$ cat src/rtl/regfile_write_arbiter.sv
// Round-robin arbiter sharing the two CGRA register-file write ports between NREQ requesters.
// Grants up to two writes per cycle to distinct addresses and drives the ports from registers.
module regfile_write_arbiter #(
  parameter int NREQ     = 4,
  parameter int log2regs = 3,
  parameter int size     = 32
) (
  input  logic                     CGRA_Clock,
  input  logic                     CGRA_Reset,
  input  logic                     enable,
  input  logic [NREQ-1:0]          req_valid,
  input  logic [NREQ*log2regs-1:0] req_addr,
  input  logic [NREQ*size-1:0]     req_data,
  output logic [NREQ-1:0]          req_ready,
  output logic                     WE0,
  output logic [log2regs-1:0]      address_in0,
  output logic [size-1:0]          in0,
  output logic                     WE1,
  output logic [log2regs-1:0]      address_in1,
  output logic [size-1:0]          in1,
  output logic [15:0]              write_count
);

  localparam int PW = (NREQ > 1) ? $clog2(NREQ) : 1;
  localparam logic [PW-1:0] PTR_ONE = PW'(1);

  logic [PW-1:0]       rr_ptr_r;
  logic [PW-1:0]       scan_idx_s;
  logic [PW-1:0]       s0_idx_s;
  logic [PW-1:0]       s1_idx_s;
  logic [PW-1:0]       next_ptr_s;
  logic                s0_hit_s;
  logic                s1_hit_s;
  logic                take0_s;
  logic                take1_s;
  logic                grant0_s;
  logic                grant1_s;
  logic [log2regs-1:0] scan_addr_s;
  logic [log2regs-1:0] s0_addr_s;
  logic [log2regs-1:0] s1_addr_s;
  logic [size-1:0]     s0_data_s;
  logic [size-1:0]     s1_data_s;
  logic [16:0]         count_sum_s;

  // Scan requesters from rr_ptr onward; slot 1 skips anyone aiming at slot 0's register.
  always_comb begin
    s0_hit_s    = 1'b0;
    s1_hit_s    = 1'b0;
    s0_idx_s    = '0;
    s1_idx_s    = '0;
    s0_addr_s   = '0;
    scan_idx_s  = '0;
    scan_addr_s = '0;
    take0_s     = 1'b0;
    take1_s     = 1'b0;
    for (int k = 0; k < NREQ; k++) begin
      scan_idx_s  = rr_ptr_r + PW'(k);
      scan_addr_s = req_addr[int'(scan_idx_s)*log2regs +: log2regs];
      take0_s     = req_valid[scan_idx_s] && !s0_hit_s;
      take1_s     = req_valid[scan_idx_s] && s0_hit_s && !s1_hit_s &&
                    (scan_addr_s != s0_addr_s);
      if (take0_s) begin
        s0_hit_s  = 1'b1;
        s0_idx_s  = scan_idx_s;
        s0_addr_s = scan_addr_s;
      end else if (take1_s) begin
        s1_hit_s = 1'b1;
        s1_idx_s = scan_idx_s;
      end else begin
        s1_hit_s = s1_hit_s;
      end
    end
  end

  assign s1_addr_s = req_addr[int'(s1_idx_s)*log2regs +: log2regs];
  assign s0_data_s = req_data[int'(s0_idx_s)*size +: size];
  assign s1_data_s = req_data[int'(s1_idx_s)*size +: size];

  // Grants are suppressed while disabled or while reset is held, so ready drops immediately.
  always_comb begin
    grant0_s  = s0_hit_s && enable && CGRA_Reset;
    grant1_s  = s1_hit_s && grant0_s;
    req_ready = '0;
    if (grant0_s) begin
      req_ready[s0_idx_s] = 1'b1;
    end else begin
      req_ready = '0;
    end
    if (grant1_s) begin
      req_ready[s1_idx_s] = 1'b1;
    end else begin
      req_ready = req_ready;
    end
  end

  // Pointer moves just past the last requester granted this cycle.
  always_comb begin
    next_ptr_s = rr_ptr_r;
    if (grant1_s) begin
      next_ptr_s = s1_idx_s + PTR_ONE;
    end else if (grant0_s) begin
      next_ptr_s = s0_idx_s + PTR_ONE;
    end else begin
      next_ptr_s = rr_ptr_r;
    end
  end

  assign count_sum_s = {1'b0, write_count} + {16'd0, WE0} + {16'd0, WE1};

  // Port registers, round-robin pointer and saturating write counter.
  always_ff @(posedge CGRA_Clock or negedge CGRA_Reset) begin
    if (!CGRA_Reset) begin
      WE0         <= 1'b0;
      WE1         <= 1'b0;
      address_in0 <= '0;
      address_in1 <= '0;
      in0         <= '0;
      in1         <= '0;
      rr_ptr_r    <= '0;
      write_count <= 16'd0;
    end else begin
      WE0 <= grant0_s;
      WE1 <= grant1_s;
      if (grant0_s) begin
        address_in0 <= s0_addr_s;
        in0         <= s0_data_s;
      end
      if (grant1_s) begin
        address_in1 <= s1_addr_s;
        in1         <= s1_data_s;
      end
      rr_ptr_r    <= next_ptr_s;
      write_count <= count_sum_s[16] ? 16'hFFFF : count_sum_s[15:0];
    end
  end

endmodule

$ cat config.mk
export PLATFORM = sky130hd
export DESIGN_NAME = regfile_write_arbiter
export DESIGN_NICKNAME = d
export VERILOG_FILES = /design/src/rtl/regfile_write_arbiter.sv
export SDC_FILE = /design/constraint.sdc
export NUM_CORES = 1
export LEC_CHECK = 0
export ABC_AREA = 1
export ABC_CLOCK_PERIOD_IN_PS = 6800
export BUFFER_PORTS_ARGS = -buffer_cell sky130_fd_sc_hd__buf_2
export CAP_MARGIN = 20
export CORE_MARGIN = 5
export CORE_UTILIZATION = 49
export CTS_CLUSTER_DIAMETER = 150
export DETAILED_ROUTE_END_ITERATION = 8
export MAX_ROUTING_LAYER = met4
export PLACE_DENSITY = 0.79
export SETUP_SLACK_MARGIN = 0.3
export SYNTH_ARGS = -nofsm -noshare
export SYNTH_HDL_FRONTEND = slang
export SYNTH_SLANG_ARGS = --single-unit
export TNS_END_PERCENT = 50
$ cat constraint.sdc
create_clock -name CGRA_Clock -period 6.8 [get_ports CGRA_Clock]
set_input_delay 0 -clock CGRA_Clock [delete_from_list [all_inputs] [get_ports CGRA_Clock]]
set_output_delay 0 -clock CGRA_Clock [all_outputs]
set_load 0.05 [all_outputs]
---- After elaboration in Yosys (flattened, before gate mapping) ----
Cells that the tools add are included.
storage, ports and cells
  flip-flop bits (word level) ............. 90
  input port bits ......................... 147
  output and inout port bits .............. 92
  logic and storage cells ................. 102
operators by class
  add/sub/neg operators ................... 7
  multipliers ............................. 5
  order comparisons ....................... 8
  equality and inequality tests ........... 3
  shift-type cells ........................ 7
  mux-type cells .......................... 41
  bitwise logic cells ..................... 1
  reduce and logical (&&, ||, !) cells .... 22
operators with widths
  cell                 count
  $shiftx 128x8->32    2
  $shiftx 12x5->3      5
  $mux 2               12
  $mul 2x2->4 const B  5
  $lt 2x3->1 const B   6
  $add 16x1->17        1
  $add 17x1->17        1
  $logic_and 1x1->1    16
  $mux 1               16
  $mux 16              1
  $mux 3               4
  $ne 3x3->1           3
  $bmux 1 s2           4
  $mux 4               2
  $add 2x1->2 const B  3
  $logic_not 1->1      5
  $add 2x2->2 const B  2
  $demux 1 s2          2
  $ge 2x1->1 const B   2
  $or 4x4->4           1
  $reduce_bool 2->1    1

---- Depth between registers and ports, before layout ----
  word-level depth ........................ 23
  depth in mapped cells ................... 25
  mapped depth without buffers ............ 22

---- Least setup slack after synthesis ----
OpenSTA, ideal clock, no wires.
  kind .................................... reg2out
  from .................................... register rr_ptr_r[0]
  to ...................................... output req_ready[3]
  arrival ................................. 3.062 ns
  required time ........................... 6.800 ns
  path slack .............................. 3.738 ns
  stages on the path, launching flop included .. 18
  path buffers ............................ 4
  path through ............................ dfrtp_1 inv_2 buf_6 buf_6 nand2_1 nand3_1 nand2_1 nand2_1 nand2_1 nand2_1 nand3_1 a21oi_2 nand3_1 nand2_4 nand2_4 buf_6 buf_4 o21ai_0
on the way
  longest elaborated chain between the ends .. 23
  elaborated cells on any way between the ends .. 77
  classes of those cells .................. add/sub (3); mul (4); order compare (4); eq/ne (3); shift (4); mux (37); bitwise (1); reduce/logical (21)
RTL lines
  element                                                         line    RTL
  start, declared                                                 27      logic [PW-1:0] rr_ptr_r;
  start signal, assigned                                          132     rr_ptr_r <= next_ptr_s;
  $add 2x1->2 (tied with other cells)                             57      scan_idx_s = rr_ptr_r + PW'(k);
  $mul 2x2->4 (tied with other cells)                             58      scan_addr_s = req_addr[int'(scan_idx_s)*log2regs +: log2regs];
  $shiftx 12x5->3 (tied with other cells)                         58
  $ne 3x3->1 or $logic_and 1x1->1 (tied branches)                 61, 60
  $logic_and 1x1->1                                               60      take1_s = req_valid[scan_idx_s] && s0_hit_s && !s1_hit_s &&
  $mux 1                                                          66      end else if (take1_s) begin
  $mux 1                                                          62      if (take0_s) begin
  $logic_not 1->1                                                 60
  [... 7 more ...]                                                --
  $mux 2                                                          66
  $mux 2                                                          62
  $lt 2x3->1 (not written as such) or $ge 2x1->1 (tied branches)  90      req_ready[s1_idx_s] = 1'b1;
  $logic_and 1x1->1 (not written as such)                         90
  $mux 1 (not written as such)                                    90
  $demux 1 s2                                                     90
  $or 4x4->4 (no source line)                                     --
  $mux 4 *                                                        89      if (grant1_s) begin
  end, declared                                                   14      output logic [NREQ-1:0] req_ready,
Every way passes the cells marked *; elsewhere a longest branch is shown, timed or not. The select of a mux whose other input is x is not followed.

---- Worst setup path in the final report ----
Same ends and word-level chain as after synthesis.

==> results.sh <==
export IMPL_final_max_slew_violation_count=0
export IMPL_aggregate_global_route_resource_usage=0.294
export IMPL_timing_slew_headroom=0.305
export IMPL_critical_path_max_fanout=38
export IMPL_finalClockSkew_ns=0.00734
export IMPL_clock_path_buffers=2
export IMPL_initial_utilization=0.494
export IMPL_rsz0062_at_grt="false"
export IMPL_hp_class="input port to register"
export IMPL_outcome="completed"
export IMPL_htreeDepth=3
export IMPL_layout_cells_most_common_list="sky130_fd_sc_hd__nand2_1, sky130_fd_sc_hd__buf_2, sky130_fd_sc_hd__inv_1"
export IMPL_cts_num_sinks=90
export IMPL_floorplan_io_pins=239
export IMPL_synth_net_count=1238
export IMPL_ys_seq_elements=90
export IMPL_synth_flop_cell="sky130_fd_sc_hd__dfrtp_1"
export IMPL_r2r_start="rr_ptr_r[0]"
export IMPL_timing_max_cap_violations=0
export IMPL_die_width_um=128
export IMPL_die_h_um=128
export IMPL_drive_above_1_share=0.216
export IMPL_post_cts_setup_buffers=0
export IMPL_min_from="req_data[29]"
export IMPL_synth_seq_area_share=0.331
export IMPL_clock_latency_ns=0.34
export IMPL_port_buffer_count=238
export IMPL_antenna_left=0
export IMPL_clkTransAtPathRegs_ns=0.07
export IMPL_filler_cell_count=1302
export IMPL_critical_path_class="register to primary output"
export IMPL_routed_wire_length_per_instance_um=15.5
export IMPL_grt_use_met1=0.378
export IMPL_global_route_usage_met2=0.470
export IMPL_detailroute_via_count=8134
export IMPL_global_route_peak_usage_layer="met2"
export IMPL_grt_max_degree=105
export IMPL_post_drt_via_cell_ratio=5.29
export IMPL_post_synth_cell_area_avg_um2=6.25
export IMPL_report_final_setup_viol=0
export IMPL_max_freq_mhz=180
export IMPL_startpoint="rr_ptr_r[0]"
export IMPL_final_setup_tns_ns=0
export IMPL_post_synth_num_cell_types=36
export IMPL_final_min_period_over_clock_period=0.818
export IMPL_required_ns=6.80
export IMPL_final_replace_weighted_congestion=0.879
export IMPL_wire_length_reported_by_the_detailed_router_um=23800
export IMPL_r2r_slack_ns=1.70
export IMPL_post_layout_nonfiller_instances=1537
export IMPL_route_detailed_drc=0
export IMPL_layout_overhead_on_the_synthesized_area_pct=30.7
export IMPL_tritoncts_num_buffers=9
export IMPL_number_of_enable_type_register_cells_in_the_synthesized_netlist=0
export IMPL_num_nets_final=1499
export IMPL_antenna_found_initial=1
export IMPL_clockRootBuffer="sky130_fd_sc_hd__clkbuf_16"
export IMPL_end_kind="primary output"
export IMPL_max_slew_worst_pin_slew_ns=1.04
export IMPL_grt_pass1_vias=7660
export IMPL_timing_critical_path_arrival_ns=5.56
export IMPL_netlist_area_um2=6810
export IMPL_synth_async_reset_ratio=1.00
export IMPL_synth_warnings=0
export IMPL_die_area_um2=16300
export IMPL_grt_overflow_total=0
export IMPL_detailedRoute_firstIterationViolations=745
export IMPL_drt_first_pass_iters=5
export IMPL_crit_path_start_kind="register"
export IMPL_grt_first_pass_wirelength_um=37800
export IMPL_core_area_um2=13800
export IMPL_timing_final_hold_violations=0
export IMPL_placed_cells_incl_taps=1453
export IMPL_grt_met3_usage=0.0542
export IMPL_synthesis_instances=1089
export IMPL_dp_final_hpwl_um=16200
export IMPL_layout_commonest_cell="sky130_fd_sc_hd__nand2_1"
export IMPL_num_rows=43
export IMPL_timing_final_crit_period_ns=5.56
export IMPL_clock_tree_from_tritoncts="done"
-- cell families (layout without fill, tap and decap cells) --
family / after synthesis / in the layout / synth area share
buffers and inverters: 189 / 455 / 0.126
AOI/OAI and AO/OA: 133 / 133 / 0.113
other: 0 / 2 / 0
DFF: 90 / 90 / 0.331
adders and majority gates: 2 / 2 / 0.00478
xor gates and xnor gates: 6 / 6 / 0.00772
and+or+nand+nor: 669 / 669 / 0.418
-- routing by layer --
layer  up-vias  routed length, um
li1       3962                  -
met3        56               2020
met5         -                  0
met1      3701               9900
met2       415              11200
met4         0                675
-- cell type report --
cell class | count | area [um^2] | share of cell area
Clock buffer | 10 | 239 | 0.0269
Sequential cell | 90 | 2250 | 0.253
Clock inverter | 6 | 88.8 | 0.00999
Inverter | 129 | 484 | 0.0544
Tap cell | 180 | 225 | 0.0253
Multi-Input combinational cell | 810 | 3700 | 0.416
Antenna cell | 2 | 5.00 | 0.000563
Timing Repair Buffer | 310 | 1900 | 0.214
-- sequential cells by signal, indices dropped and copies added (netlist names) --
signal       flops
WE0              1
in1             32
write_count     16
address_in1      3
WE1              1
rr_ptr_r         2
address_in0      3
in0             32
-- per-stage QoR --
stage | hold slack (ns) | utilization | setup slack [ns] | area [um^2]
floorplan | -0.296 | - | 3.74 | 6810
global placement | 0.0131 | 0.574 | 1.69 | 7900
detailed placement | 0.0169 | 0.574 | 1.67 | 7900
CTS | 0.00108 | 0.645 | 1.27 | 8890
global route | 0.0483 | 0.646 | 0.726 | 8890
finish | 0.00282 | 0.646 | 1.24 | 8890
-- critical path, stage by stage (launching register included) --
cell and delay (ns):
sky130_fd_sc_hd__dfrtp_1 0.75, sky130_fd_sc_hd__inv_2 0.32, sky130_fd_sc_hd__nand2_1 0.12, sky130_fd_sc_hd__nand2_1 0.25, sky130_fd_sc_hd__nand2_1 0.20, sky130_fd_sc_hd__nand2_4 0.11
sky130_fd_sc_hd__nand2_2 0.15, sky130_fd_sc_hd__nand2_1 0.09, sky130_fd_sc_hd__nand2_1 0.10, sky130_fd_sc_hd__nand2_1 0.08, sky130_fd_sc_hd__nand2_1 0.06, sky130_fd_sc_hd__nand2_1 0.05
sky130_fd_sc_hd__nand3_1 0.08, sky130_fd_sc_hd__nand2_1 0.11, sky130_fd_sc_hd__nand2_2 0.66, sky130_fd_sc_hd__nand2_2 0.67, sky130_fd_sc_hd__inv_2 0.73, sky130_fd_sc_hd__nand2_1 0.16
sky130_fd_sc_hd__o21ai_0 0.17, sky130_fd_sc_hd__buf_2 0.31
-- cells in the mapped netlist (all sizes together) (16+ instances only) --
cell type  instances  area (um^2)
nand3             93          480
dfrtp             90         2250
nand2            487         1880
buf               42          303
clkbuf            18         67.6
a31oi             30          188
o21ai             52          268
a21oi             30          154
nand3b            33          248
inv              127          477
a22oi             16          120
nor2              46          188
-- repair_timing --
action | in CTS | in global routing
hold endpoints to repair | 69 | 0
gates resized for setup | 0 | 0
hold buffers | 66 | 0
-- worst paths after layout --
kind	to	cells past startpoint
worst max-delay path	req_ready[3]	19
worst min-delay path	in0[29]	3
worst max register to register	rr_ptr_r[1]	21
worst min register to register	in1[0]	2
max in group asynchronous	in0[25]	3
min in group asynchronous	in0[10]	2
Power is not shown: default switching activity piles up to over one toggle a cycle in this logic, so the estimate is an artifact.
